[config.mk]
export PLATFORM = sky130hd
export DESIGN_NAME = serial_adder_ctrl_flat
export DESIGN_NICKNAME = d
export VERILOG_FILES = /design/src/rtl/serial_adder_ctrl_if.sv /design/src/rtl/serial_adder_ctrl.sv /design/src/flat_wrapper.sv
export SDC_FILE = /design/constraint.sdc
export NUM_CORES = 1
export LEC_CHECK = 0
export CORE_AREA = 2 2 62 93
export CTS_BUF_LIST = sky130_fd_sc_hd__clkbuf_16
export CTS_CLUSTER_SIZE = 24
export DETAILED_ROUTE_END_ITERATION = 12
export DIE_AREA = 0 0 64 95
export PLACE_DENSITY = 0.57
export RECOVER_POWER = 100
export REMOVE_ABC_BUFFERS = 1
export SETUP_SLACK_MARGIN = 0.15
export SLEW_MARGIN = 25
export SYNTH_ARGS = -nofsm -noshare
export SYNTH_HDL_FRONTEND = slang
export SYNTH_SLANG_ARGS = --single-unit
[constraint.sdc]
create_clock -name clk -period 3.2 [get_ports clk]
set_clock_uncertainty 0.15 [all_clocks]
set_input_delay 0.8 -clock clk [delete_from_list [all_inputs] [get_ports clk]]
set_output_delay 0.8 -clock clk [all_outputs]
set_load 0.01 [all_outputs]
[src/rtl/serial_adder_ctrl_if.sv]
// serial_adder_ctrl_if -- handshake/operand/result bundle for serial_adder_ctrl.
//   start, a, b, cin : request side, driven by the master
//   busy, done       : status, driven by the slave (adder)
//   sum, cout        : registered result, driven by the slave
//   overflow         : signed overflow, only when SERIAL_ADDER_OVERFLOW_EN is defined
interface serial_adder_ctrl_if #(
    parameter int WIDTH = 8
);
    logic             start;
    logic [WIDTH-1:0] a;
    logic [WIDTH-1:0] b;
    logic             cin;
    logic             busy;
    logic             done;
    logic [WIDTH-1:0] sum;
    logic             cout;
`ifdef SERIAL_ADDER_OVERFLOW_EN
    logic             overflow;

    modport master (output start, a, b, cin, input busy, done, sum, cout, overflow);
    modport slave  (input start, a, b, cin, output busy, done, sum, cout, overflow);
`else
    modport master (output start, a, b, cin, input busy, done, sum, cout);
    modport slave  (input start, a, b, cin, output busy, done, sum, cout);
`endif
endinterface

[src/rtl/serial_adder_ctrl.sv]
// serial_adder_ctrl -- bit-serial adder: one full adder reused over WIDTH
// cycles, LSB first, wrapped in an IDLE/RUN/DONE controller.
//   clk   : clock, rising edge
//   rst_n : asynchronous active-low reset
//   bus   : serial_adder_ctrl_if.slave (start/a/b/cin in; busy/done/sum/cout out)
// Optional feature macro: SERIAL_ADDER_OVERFLOW_EN adds the registered
// two's-complement overflow output (bus.overflow).
// Timing: start accepted at edge k -> busy for WIDTH cycles -> done for one
// cycle after edge k+WIDTH. start in DONE restarts with no IDLE cycle.
module serial_adder_ctrl #(
    parameter int WIDTH = 8
) (
    input logic              clk,
    input logic              rst_n,
    serial_adder_ctrl_if.slave bus
);
    localparam int CW = $clog2(WIDTH);

    typedef enum logic [1:0] {IDLE, RUN, DONE} state_t;

    state_t           state_q, state_d;
    logic [CW-1:0]    cnt_q, cnt_d;
    logic [WIDTH-1:0] a_sh_q, a_sh_d;
    logic [WIDTH-1:0] b_sh_q, b_sh_d;
    logic [WIDTH-1:0] res_q, res_d;
    logic             carry_q, carry_d;
    logic [WIDTH-1:0] sum_q, sum_d;
    logic             cout_q, cout_d;
    logic             busy_q, busy_d;
    logic             done_q, done_d;
`ifdef SERIAL_ADDER_OVERFLOW_EN
    logic             ovf_q, ovf_d;
`endif

    logic fa_s, fa_c, last_bit;

    // The single shared full adder, fed by the LSBs of the shift registers.
    assign fa_s     = a_sh_q[0] ^ b_sh_q[0] ^ carry_q;
    assign fa_c     = (a_sh_q[0] & b_sh_q[0]) | (carry_q & (a_sh_q[0] ^ b_sh_q[0]));
    assign last_bit = (cnt_q == CW'(WIDTH - 1));

    always_comb begin
        state_d = state_q;
        cnt_d   = cnt_q;
        a_sh_d  = a_sh_q;
        b_sh_d  = b_sh_q;
        res_d   = res_q;
        carry_d = carry_q;
        sum_d   = sum_q;
        cout_d  = cout_q;
`ifdef SERIAL_ADDER_OVERFLOW_EN
        ovf_d   = ovf_q;
`endif
        case (state_q)
            IDLE, DONE: begin
                if (bus.start) begin
                    a_sh_d  = bus.a;
                    b_sh_d  = bus.b;
                    carry_d = bus.cin;
                    res_d   = '0;
                    cnt_d   = '0;
                    state_d = RUN;
                end else begin
                    state_d = IDLE;
                end
            end
            RUN: begin
                // start is not looked at here: the operation in flight runs to completion.
                a_sh_d  = {1'b0, a_sh_q[WIDTH-1:1]};
                b_sh_d  = {1'b0, b_sh_q[WIDTH-1:1]};
                res_d   = {fa_s, res_q[WIDTH-1:1]};
                carry_d = fa_c;
                if (last_bit) begin
                    // Counter holds at WIDTH-1 rather than wrapping.
                    state_d = DONE;
                    sum_d   = {fa_s, res_q[WIDTH-1:1]};
                    cout_d  = fa_c;
`ifdef SERIAL_ADDER_OVERFLOW_EN
                    // carry_q is the carry into the MSB, fa_c the carry out of it.
                    ovf_d   = carry_q ^ fa_c;
`endif
                end else begin
                    cnt_d = cnt_q + 1'b1;
                end
            end
            default: state_d = IDLE;
        endcase
        busy_d = (state_d == RUN);
        done_d = (state_d == DONE);
    end

    always_ff @(posedge clk or negedge rst_n) begin
        if (!rst_n) begin
            state_q <= IDLE;
            cnt_q   <= '0;
            a_sh_q  <= '0;
            b_sh_q  <= '0;
            res_q   <= '0;
            carry_q <= 1'b0;
            sum_q   <= '0;
            cout_q  <= 1'b0;
            busy_q  <= 1'b0;
            done_q  <= 1'b0;
`ifdef SERIAL_ADDER_OVERFLOW_EN
            ovf_q   <= 1'b0;
`endif
        end else begin
            state_q <= state_d;
            cnt_q   <= cnt_d;
            a_sh_q  <= a_sh_d;
            b_sh_q  <= b_sh_d;
            res_q   <= res_d;
            carry_q <= carry_d;
            sum_q   <= sum_d;
            cout_q  <= cout_d;
            busy_q  <= busy_d;
            done_q  <= done_d;
`ifdef SERIAL_ADDER_OVERFLOW_EN
            ovf_q   <= ovf_d;
`endif
        end
    end

    assign bus.busy = busy_q;
    assign bus.done = done_q;
    assign bus.sum  = sum_q;
    assign bus.cout = cout_q;
`ifdef SERIAL_ADDER_OVERFLOW_EN
    assign bus.overflow = ovf_q;
`endif

endmodule

[src/flat_wrapper.sv]
// flat-port wrapper written by rule: the top's interface ports become plain ports
module serial_adder_ctrl_flat 
#(
    parameter int WIDTH = 8
)
  (clk, rst_n, bus_start, bus_a, bus_b, bus_cin, bus_busy, bus_done, bus_sum, bus_cout);
  serial_adder_ctrl_if #(.WIDTH(WIDTH)) bus_i ();
  input logic clk;
  input logic rst_n;
  input wire logic [$bits(bus_i.start)-1:0] bus_start;
  input wire logic [$bits(bus_i.a)-1:0] bus_a;
  input wire logic [$bits(bus_i.b)-1:0] bus_b;
  input wire logic [$bits(bus_i.cin)-1:0] bus_cin;
  output wire logic [$bits(bus_i.busy)-1:0] bus_busy;
  output wire logic [$bits(bus_i.done)-1:0] bus_done;
  output wire logic [$bits(bus_i.sum)-1:0] bus_sum;
  output wire logic [$bits(bus_i.cout)-1:0] bus_cout;
  assign bus_i.start = bus_start;
  assign bus_i.a = bus_a;
  assign bus_i.b = bus_b;
  assign bus_i.cin = bus_cin;
  assign bus_busy = bus_i.busy;
  assign bus_done = bus_i.done;
  assign bus_sum = bus_i.sum;
  assign bus_cout = bus_i.cout;
  serial_adder_ctrl #(.WIDTH(WIDTH)) u_core (.clk(clk), .rst_n(rst_n), .bus(bus_i));
endmodule
Word-level counts from Yosys, hierarchy flattened
Index checks and enable logic that the tools add are counted.
W data, S select, Z words.
{ "op_classes": {"reduce_logical": 6, "muxes": 14, "bitwise": 5, "n_addsub": 1, "eq_ne": 7} }
{ "ops": {"columns": ["op", "n"], "rows": [
  ["$pmux W8 S2", 3],
  ["$mux W8", 3],
  ["$mux W3", 2],
  ["$pmux W3 S2", 1],
  ["$eq A2 B1 Y1 const B", 2],
  ["$eq A2 B2 Y1 const B", 2],
  ["$ne A2 B2 Y1 const B", 2],
  ["$pmux W2 S2", 1],
  ["$reduce_and A2 Y1", 2],
  ["$add A3 B1 Y3 const B", 1],
  ["$eq A3 B3 Y1 const B", 1],
  ["$reduce_and A3 Y1", 1],
  ["$and A1 B1 Y1", 2],
  ["$logic_not A2 Y1", 1],
  ["$mux W1", 2],
  ["$mux W2", 1],
  ["$pmux W1 S2", 1],
  ["$reduce_bool A2 Y1", 1],
  ["$reduce_or A2 Y1", 1],
  ["$xor A1 B1 Y1", 2],
  ["$or A1 B1 Y1", 1]
]} }
{ "word_totals": {"word_cells": 43, "out_inout_bits": 11, "ff_bits": 41, "input_bits": 20} }

Longest topological paths before layout
Gate-level depths: netlist of the first run.
{ "depth": {"word_depth": 4, "mapped_depth": 6, "ltp_nobuf": 5} }

Worst setup path after synthesis of the first run
OpenSTA, ideal clock, no wires.
{ "synth_timing": {"kind": "input-to-reg", "start": "input port bus_start", "end": "register u_core.b_sh_q[5]", "t_arrival_ns": 1.380, "required_time_ns": 2.923, "stages": 4, "setup_ns": 0.127, "n_path_buf": 2, "path_slack_ns": 1.543, "path_cell_list": "buf_4 buf_2 a211oi_1 a21oi_1"} }
{ "synth_between": {"elab_chain_cells": 2} }
{ "synth_lines": {"columns": ["item", "line", "rtl"], "rows": [
  ["from (decl)", "flat_wrapper.sv:10", "input wire logic [$bits(bus_i.start)-1:0] bus_start;"],
  ["$ne A2 B2 Y1 (no source line)", null, null],
  ["$reduce_and A2 Y1 (no source line)", null, null],
  ["to (signal assigned)", "serial_adder_ctrl.sv:111", "b_sh_q <= b_sh_d;"],
  ["to (decl)", "serial_adder_ctrl.sv:24", "logic [WIDTH-1:0] b_sh_q, b_sh_d;"]
]} }
Every way passes these cells.
A chain may end at the register's enable or synchronous reset.

Final worst setup path of the first run
{ "layout_timing": {"start": "input port bus_start", "end": "register u_core.a_sh_q[6]"} }
{ "layout_between": {"elab_chain_cells": 2} }
{ "layout_lines": {"columns": ["item", "line", "rtl"], "rows": [
  ["$ne A2 B2 Y1 (no source line)", null, null],
  ["$reduce_and A2 Y1 (no source line)", null, null],
  ["to (signal assigned)", "serial_adder_ctrl.sv:110", "a_sh_q <= a_sh_d;"],
  ["to (decl)", "serial_adder_ctrl.sv:23", "logic [WIDTH-1:0] a_sh_q, a_sh_d;"]
]} }
Every way passes these cells.

==> flow_metrics.py, run 1 <==
metrics = {
    "floorplan": {
        "die_w_um": 64,
        "initial_core_util": 0.381,
        "die_y_um": 95,
        "ioPinCount": 31,
        "die_area_mm2": 0.00608,
        "coreArea_mm2": 0.00533,
        "row_count": 33,
    },
    "run": {
        "drv_cap": 0,
    },
    "outcome": {
        "status": "complete, no violations",
    },
    "cts": {
        "postCtsSetupRepairBufs": 0,
        "clock_path_buffers": 2,
        "clk-insertion-delay-late_ps": 270,
        "cts_htree_levels": 2,
        "hold_buffers": 0,
        "cts-root-buf": "clkbuf_16",
        "cts_tree": "yes",
        "cts_sinks": 40,
        "ctsResizeCount": 0,
        "path_clk_slew_ps": 60,
        "numCtsBuffers": 5,
    },
    "drt": {
        "drtPass1Iterations": 3,
        "avgViaCountPerCell": 4.95,
        "routedWlPerCell_um": 12.4,
        "finalWirelength_mm": 3.48,
        "route.detailed.drc": 0,
        "drt-initial-drc-count": 38,
        "via_count": 1386,
        "ant_nets": 0,
    },
    "timing": {
        "final_max_slew_viol_count": 0,
        "tns_ps": 0,
        "setup_viol": 0,
        "rsz0062_at_grt": "no",
        "setup_slack_ps": 810,
        "clock.fmax_ghz": 0.418,
        "tightestPinTransition_ps": 889,
        "slew_headroom": 0.408,
        "min_period_ps": 2390,
        "period_share": 0.747,
        "hold_viol": 0,
    },
    "global_route": {
        "grt_pass1_wl_mm": 5.93,
        "gr-total-overflow": 0,
        "antenna_found_initial": 0,
        "grt_max_degree": 43,
        "grt_pass1_vias": 1308,
        "grt_usage": 0.124,
    },
    "synthesis": {
        "ys_top_cells_by_area": "dfrtp_1 49%, mux2i_1 7.9%, mux2_2 6.1%",
        "syn_inst": 183,
        "syn_area_mm2": 0.00203,
        "yosysWarningCount": 0,
        "syn_avg_cell_area_um2": 11.1,
        "synth_top_area_share": 0.493,
        "synth_top_area_cell": "dfrtp_1",
        "yosysSeqAreaShare": 0.493,
        "synth.distinct_cells": 27,
        "ys_ff_latch": 40,
    },
    "place": {
        "hpwl_mm": 2.36,
        "place_ws_ps": 876,
        "place.gp.congestion": 0.695,
        "place_inst": 273,
        "io_buffers": 30,
    },
    "finish": {
        "final_common_cell": "dfrtp_1",
        "fillers": 503,
        "drive_above_1_share": 0.110,
        "nNetsFinal": 233,
        "postLayoutCoreUtil": 0.462,
        "insertedDiodeCount": 0,
        "fin_cells": 280,
        "synthToLayoutAreaGrowth_pct": 21.1,
        "final_cell_mix": "40 x dfrtp_1, 17 x clkdlybuf4s50_1, 16 x mux2i_1, 16 x a21oi_1",
    },
    "worst_setup_path": {
        "path_cells": "dlygate4sd3_1, clkbuf_2, nor2b_1, a211oi_1, a21oi_1",
        "crit_arrival_ps": 2380,
        "crit_family": "buffers and inverters",
        "critPathMaxStageDelay_ps": 610,
        "path_class": "input pin to flip-flop",
        "crit_buf_inv": 2,
        "cp-end-kind": "flip-flop",
        "crit_required_ps": 3190,
        "cp_max_fo": 42,
        "start_kind": "input pin",
        "critPathSlowestCell": "clkbuf_2",
        "rrSetupSlack_ps": 1320,
    },
    "pwr": {
        "peakVddDrop_v": 0.000375,
        "leakage_nw": 1.05,
        "power_mw": 2.15,
        "powerDensity_mw_per_mm2": 876,
    },
    "hold_path": {
        "min_path_type": "flip-flop to flip-flop",
    },
}
-- flip-flops by register name, summed over array words and instances, names as in the netlist --
signal	flops
u_core.res_q	7
u_core.bus.cout	1
u_core.bus.sum	8
u_core.cnt_q	3
u_core.b_sh_q	8
u_core.bus.done	1
u_core.state_q	2
u_core.a_sh_q	8
u_core.bus.busy	1
u_core.carry_q	1
-- report_power, final --
| group | internal [mW] | switching, mW | total (mW) |
|---|---|---|---|
| sequential | 0.736 | 0.151 | 0.887 |
| combinational | 0.439 | 0.369 | 0.808 |
| clock | 0.280 | 0.180 | 0.459 |
| total | 1.46 | 0.699 | 2.15 |
-- area by class of cell --
type                       count  area [µm²]  area share
inverter                       5        18.8     0.00763
clock inverter                 2        8.76     0.00356
timing repair buffer          34         323       0.131
tap                           70        87.6      0.0356
sequential                    40        1000       0.407
multi-input combinational    124         896       0.364
clock buffer                   5         125      0.0509
-- tightest hold or removal path, stage by stage (launching register included) --
cell and delay, ps:
dfrtp_1 340, nand2_1 40, o21ai_0 60
-- synth_stat cells --
master and instances:
nor2b_1 15, xor2_1 1, clkbuf_1 1, inv_1 5
a21o_1 1, nand2b_1 8, mux2i_1 16, o211ai_1 2
a211oi_1 15, a21oi_1 16, nor2_2 1, nand2_1 11
nand3b_4 1, ha_1 2, nor3b_1 1, a22o_1 1
nand3_1 5, buf_6 2, buf_2 8, dfrtp_1 40
o21ai_1 1, buf_4 3, mux2_2 11, nor2_1 2
o21ai_0 9, fa_1 1, mux2_4 4
-- worst paths after layout --
check                                    end            start  cells after the start
hold / removal               u_core.bus.cout  u_core.bus.cout                      2
setup reg to reg           u_core.bus.sum[0]  u_core.cnt_q[0]                      4
hold reg to reg              u_core.bus.cout  u_core.bus.cout                      2
setup / recovery            u_core.a_sh_q[6]        bus_start                      5
min in group asynchronous   u_core.a_sh_q[5]            rst_n                      1
max in group asynchronous   u_core.b_sh_q[7]            rst_n                      1
-- logic make-up (layout without fill, tap and decap cells) --
family / Yosys count / after routing / synth area share
simple gates: 44 / 44 / 0.124
flops: 40 / 40 / 0.493
compound gates: 45 / 45 / 0.135
mux: 31 / 31 / 0.169
fa+ha+maj: 3 / 3 / 0.0222
buf+inv: 19 / 46 / 0.0530
xor+xnor: 1 / 1 / 0.00431
-- through the flow --
step                hold slack (ps)  cell area (µm²)
floorplan                       336             1940
global placement                322             2360
detailed placement              324             2360
CTS                             337             2490
global route                    360             2460
finish                          323             2460
-- metal layers --
metal  up-vias  track usage  wire [µm]
met5         -            0          0
met4         0       0.0435         43
met3         4       0.0298        110
met2        20        0.220       1840
met1       663        0.143       1480
li1        699            -          -
Note: power is estimated with default switching activity, not from simulation.
==> inputs of run 2 (changes only) <==
==> constraint.sdc (replaced) <==
create_clock -name clk -period 2.3 [get_ports clk]
set_clock_uncertainty 0.15 [all_clocks]
set_input_delay 0.575 -clock clk [delete_from_list [all_inputs] [get_ports clk]]
set_output_delay 0.575 -clock clk [all_outputs]
set_load 0.01 [all_outputs]
==> run 2 against run 1 <==
Compared with the run above:
- sequential power increased by 39%
- total power is 57% higher
- count of clock-buffer cells in the layout did not move
- combinational power up 42%
- first-iteration DRC count shrank 61%
- design area up 4.3%
- hold slack better by 13 ps
- routed wire length rose by 3.8%
- clock power increased by 120%
- critical path depth shrank 4
- setup slack worse by 490 ps
- highest routed layer unchanged
==> flow_metrics.py, run 2 (synthesized netlist as in run 1, its figures left out) <==
metrics = {
    "place": {
        "io_buffers": 30,
        "hpwl_mm": 2.51,
        "place.gp.congestion": 0.680,
    },
    "worst_setup_path": {
        "crit_arrival_ps": 1250,
        "cp_max_fo": 2,
        "critPathSlowestCell": "dlygate4sd3_1",
        "path_class": "flip-flop to primary output",
        "crit_family": "buffers and inverters",
        "r2r_start": "u_core.cnt_q[0]",
        "r2r_cells": 4,
        "critPathMaxStageDelay_ps": 600,
        "rrSetupSlack_ps": 430,
        "crit_buf_inv": 1,
        "start_kind": "flip-flop",
        "cp-end-kind": "primary output",
        "crit_cells": 1,
        "r2r-end": "u_core.bus.sum[1]",
        "path_cells": "dlygate4sd3_1",
        "crit_required_ps": 1570,
    },
    "hold_path": {
        "hold_depth": 2,
        "min_path_type": "flip-flop to flip-flop",
        "hold_end": "u_core.bus.sum[7]",
        "holdCritStartpoint": "u_core.bus.sum[7]",
    },
    "timing": {
        "slew_headroom": 0.333,
        "clock.fmax_ghz": 0.505,
        "rsz0062_at_grt": "no",
        "setup_viol": 0,
        "final_max_slew_viol_count": 0,
        "hold_viol": 0,
        "min_period_ps": 1980,
        "tightestPinTransition_ps": 1000,
        "holdWs_ps": 336,
        "tns_ps": 0,
        "period_share": 0.860,
    },
    "pwr": {
        "leakage_nw": 1.09,
        "powerDensity_mw_per_mm2": 1320,
        "peakVddDrop_v": 0.000685,
    },
    "finish": {
        "multi_input_area_um2": 893,
        "final_common_cell": "dfrtp_1",
        "nNetsFinal": 235,
        "regArea_mm2": 0.00100,
        "final_cell_mix": "40 x dfrtp_1, 17 x clkdlybuf4s50_1, 16 x mux2i_1, 16 x a21oi_1",
        "fillers": 503,
        "drive_above_1_share": 0.122,
        "synthToLayoutAreaGrowth_pct": 26.3,
        "insertedDiodeCount": 0,
    },
    "global_route": {
        "grt_max_degree": 43,
        "grt_pass1_wl_mm": 6.44,
        "antenna_found_initial": 0,
        "grt_usage": 0.135,
        "grt_pass1_vias": 1405,
        "gr-total-overflow": 0,
    },
    "floorplan": {
        "coreArea_mm2": 0.00533,
        "ioPinCount": 31,
        "initial_core_util": 0.381,
        "die_y_um": 95,
        "die_w_um": 64,
        "die_area_mm2": 0.00608,
        "row_count": 33,
    },
    "cts": {
        "clk-insertion-delay-late_ps": 280,
        "path_clk_slew_ps": 60,
        "cts_sinks": 40,
        "cts_tree": "yes",
        "clock_path_buffers": 2,
        "ctsResizeCount": 0,
        "numCtsBuffers": 5,
        "cts-root-buf": "clkbuf_16",
        "cts_htree_levels": 2,
        "postCtsSetupRepairBufs": 0,
        "hold_buffers": 0,
    },
    "drt": {
        "route.detailed.drc": 0,
        "drt-initial-drc-count": 15,
        "finalWirelength_mm": 3.61,
        "routedWlPerCell_um": 12.7,
        "via_count": 1413,
        "drtPass1Iterations": 4,
        "ant_nets": 0,
        "avgViaCountPerCell": 4.99,
    },
    "outcome": {
        "status": "complete, no violations",
    },
    "run": {
        "drv_cap": 0,
    },
}
[run 2: cell type report]
| class | count | area share |
|---|---|---|
| flip-flops and latches | 40 | 0.390 |
| multi-input cells | 124 | 0.348 |
| well taps | 70 | 0.0341 |
| clock buffers | 5 | 0.0488 |
| clock inverters | 3 | 0.0351 |
| inverters | 5 | 0.00731 |
| repair buffers | 36 | 0.137 |
[run 2: worst max path at each step]
stage                         to  slack [ps]         startpoint
2_1_floorplan  u_core.bus.sum[3]         210  u_core.state_q[0]
3_3_place_gp    u_core.a_sh_q[6]         380          bus_start
3_5_place_dp    u_core.b_sh_q[1]         340          bus_start
4_1_cts                 bus_cout         400    u_core.bus.cout
5_1_grt        u_core.bus.sum[6]         270    u_core.cnt_q[1]
6_report                bus_cout         320    u_core.bus.cout
[run 2: per-layer routing]
| metal | GRT usage | wire (µm) | share of wire |
|---|---|---|---|
| met3 | 0.0298 | 105 | 0.029 |
| met2 | 0.247 | 1960 | 0.54 |
| met5 | 0 | 0 | 0 |
| met1 | 0.150 | 1500 | 0.42 |
| met4 | 0.0543 | 44 | 0.012 |
[run 2: power breakdown]
part	total (mW)	switching [mW]	internal, mW
logic	1.15	0.528	0.620
clock network	0.999	0.268	0.731
registers	1.23	0.204	1.02
[run 2: per-stage QoR]
| stage | instances | worst slack (ps) | instance area [µm²] | total power [mW] | util |
|---|---|---|---|---|---|
| after floorplan | 169 | 215 | 1940 | 2.06 | - |
| after global placement | 275 | 378 | 2380 | 2.43 | 0.447 |
| after detailed placement | 275 | 339 | 2380 | 2.50 | 0.447 |
| after CTS | 283 | 402 | 2600 | 3.51 | 0.488 |
| after global routing | 283 | 268 | 2570 | 3.63 | 0.482 |
| final | 283 | 321 | 2570 | 3.38 | 0.482 |
[run 2: worst reg2reg max path, cell delays in order (launching register included)]
cell and delay, ps:
dfrtp_1 400, ha_1 210, ha_1 200, nand3b_1 410, mux2_2 400
==> inputs of run 3 (changes only) <==
==> constraint.sdc (replaced) <==
create_clock -name clk -period 2.3 [get_ports clk]
set_clock_uncertainty 0.15 [all_clocks]
set_input_delay 0.575 -clock clk [delete_from_list [all_inputs] [get_ports clk]]
set_output_delay 0.575 -clock clk [all_outputs]
set_load 0.005 [all_outputs]
==> results of run 3 <==
Same layout as run 2 (identical final DEF). Status: complete, no violations.
Main changes from that run: setup slack after layout 321 ps -> 350 ps; total power 3.38 mW -> 3.34 mW; worst IR drop on VDD 0.000685 V -> 0.000684 V
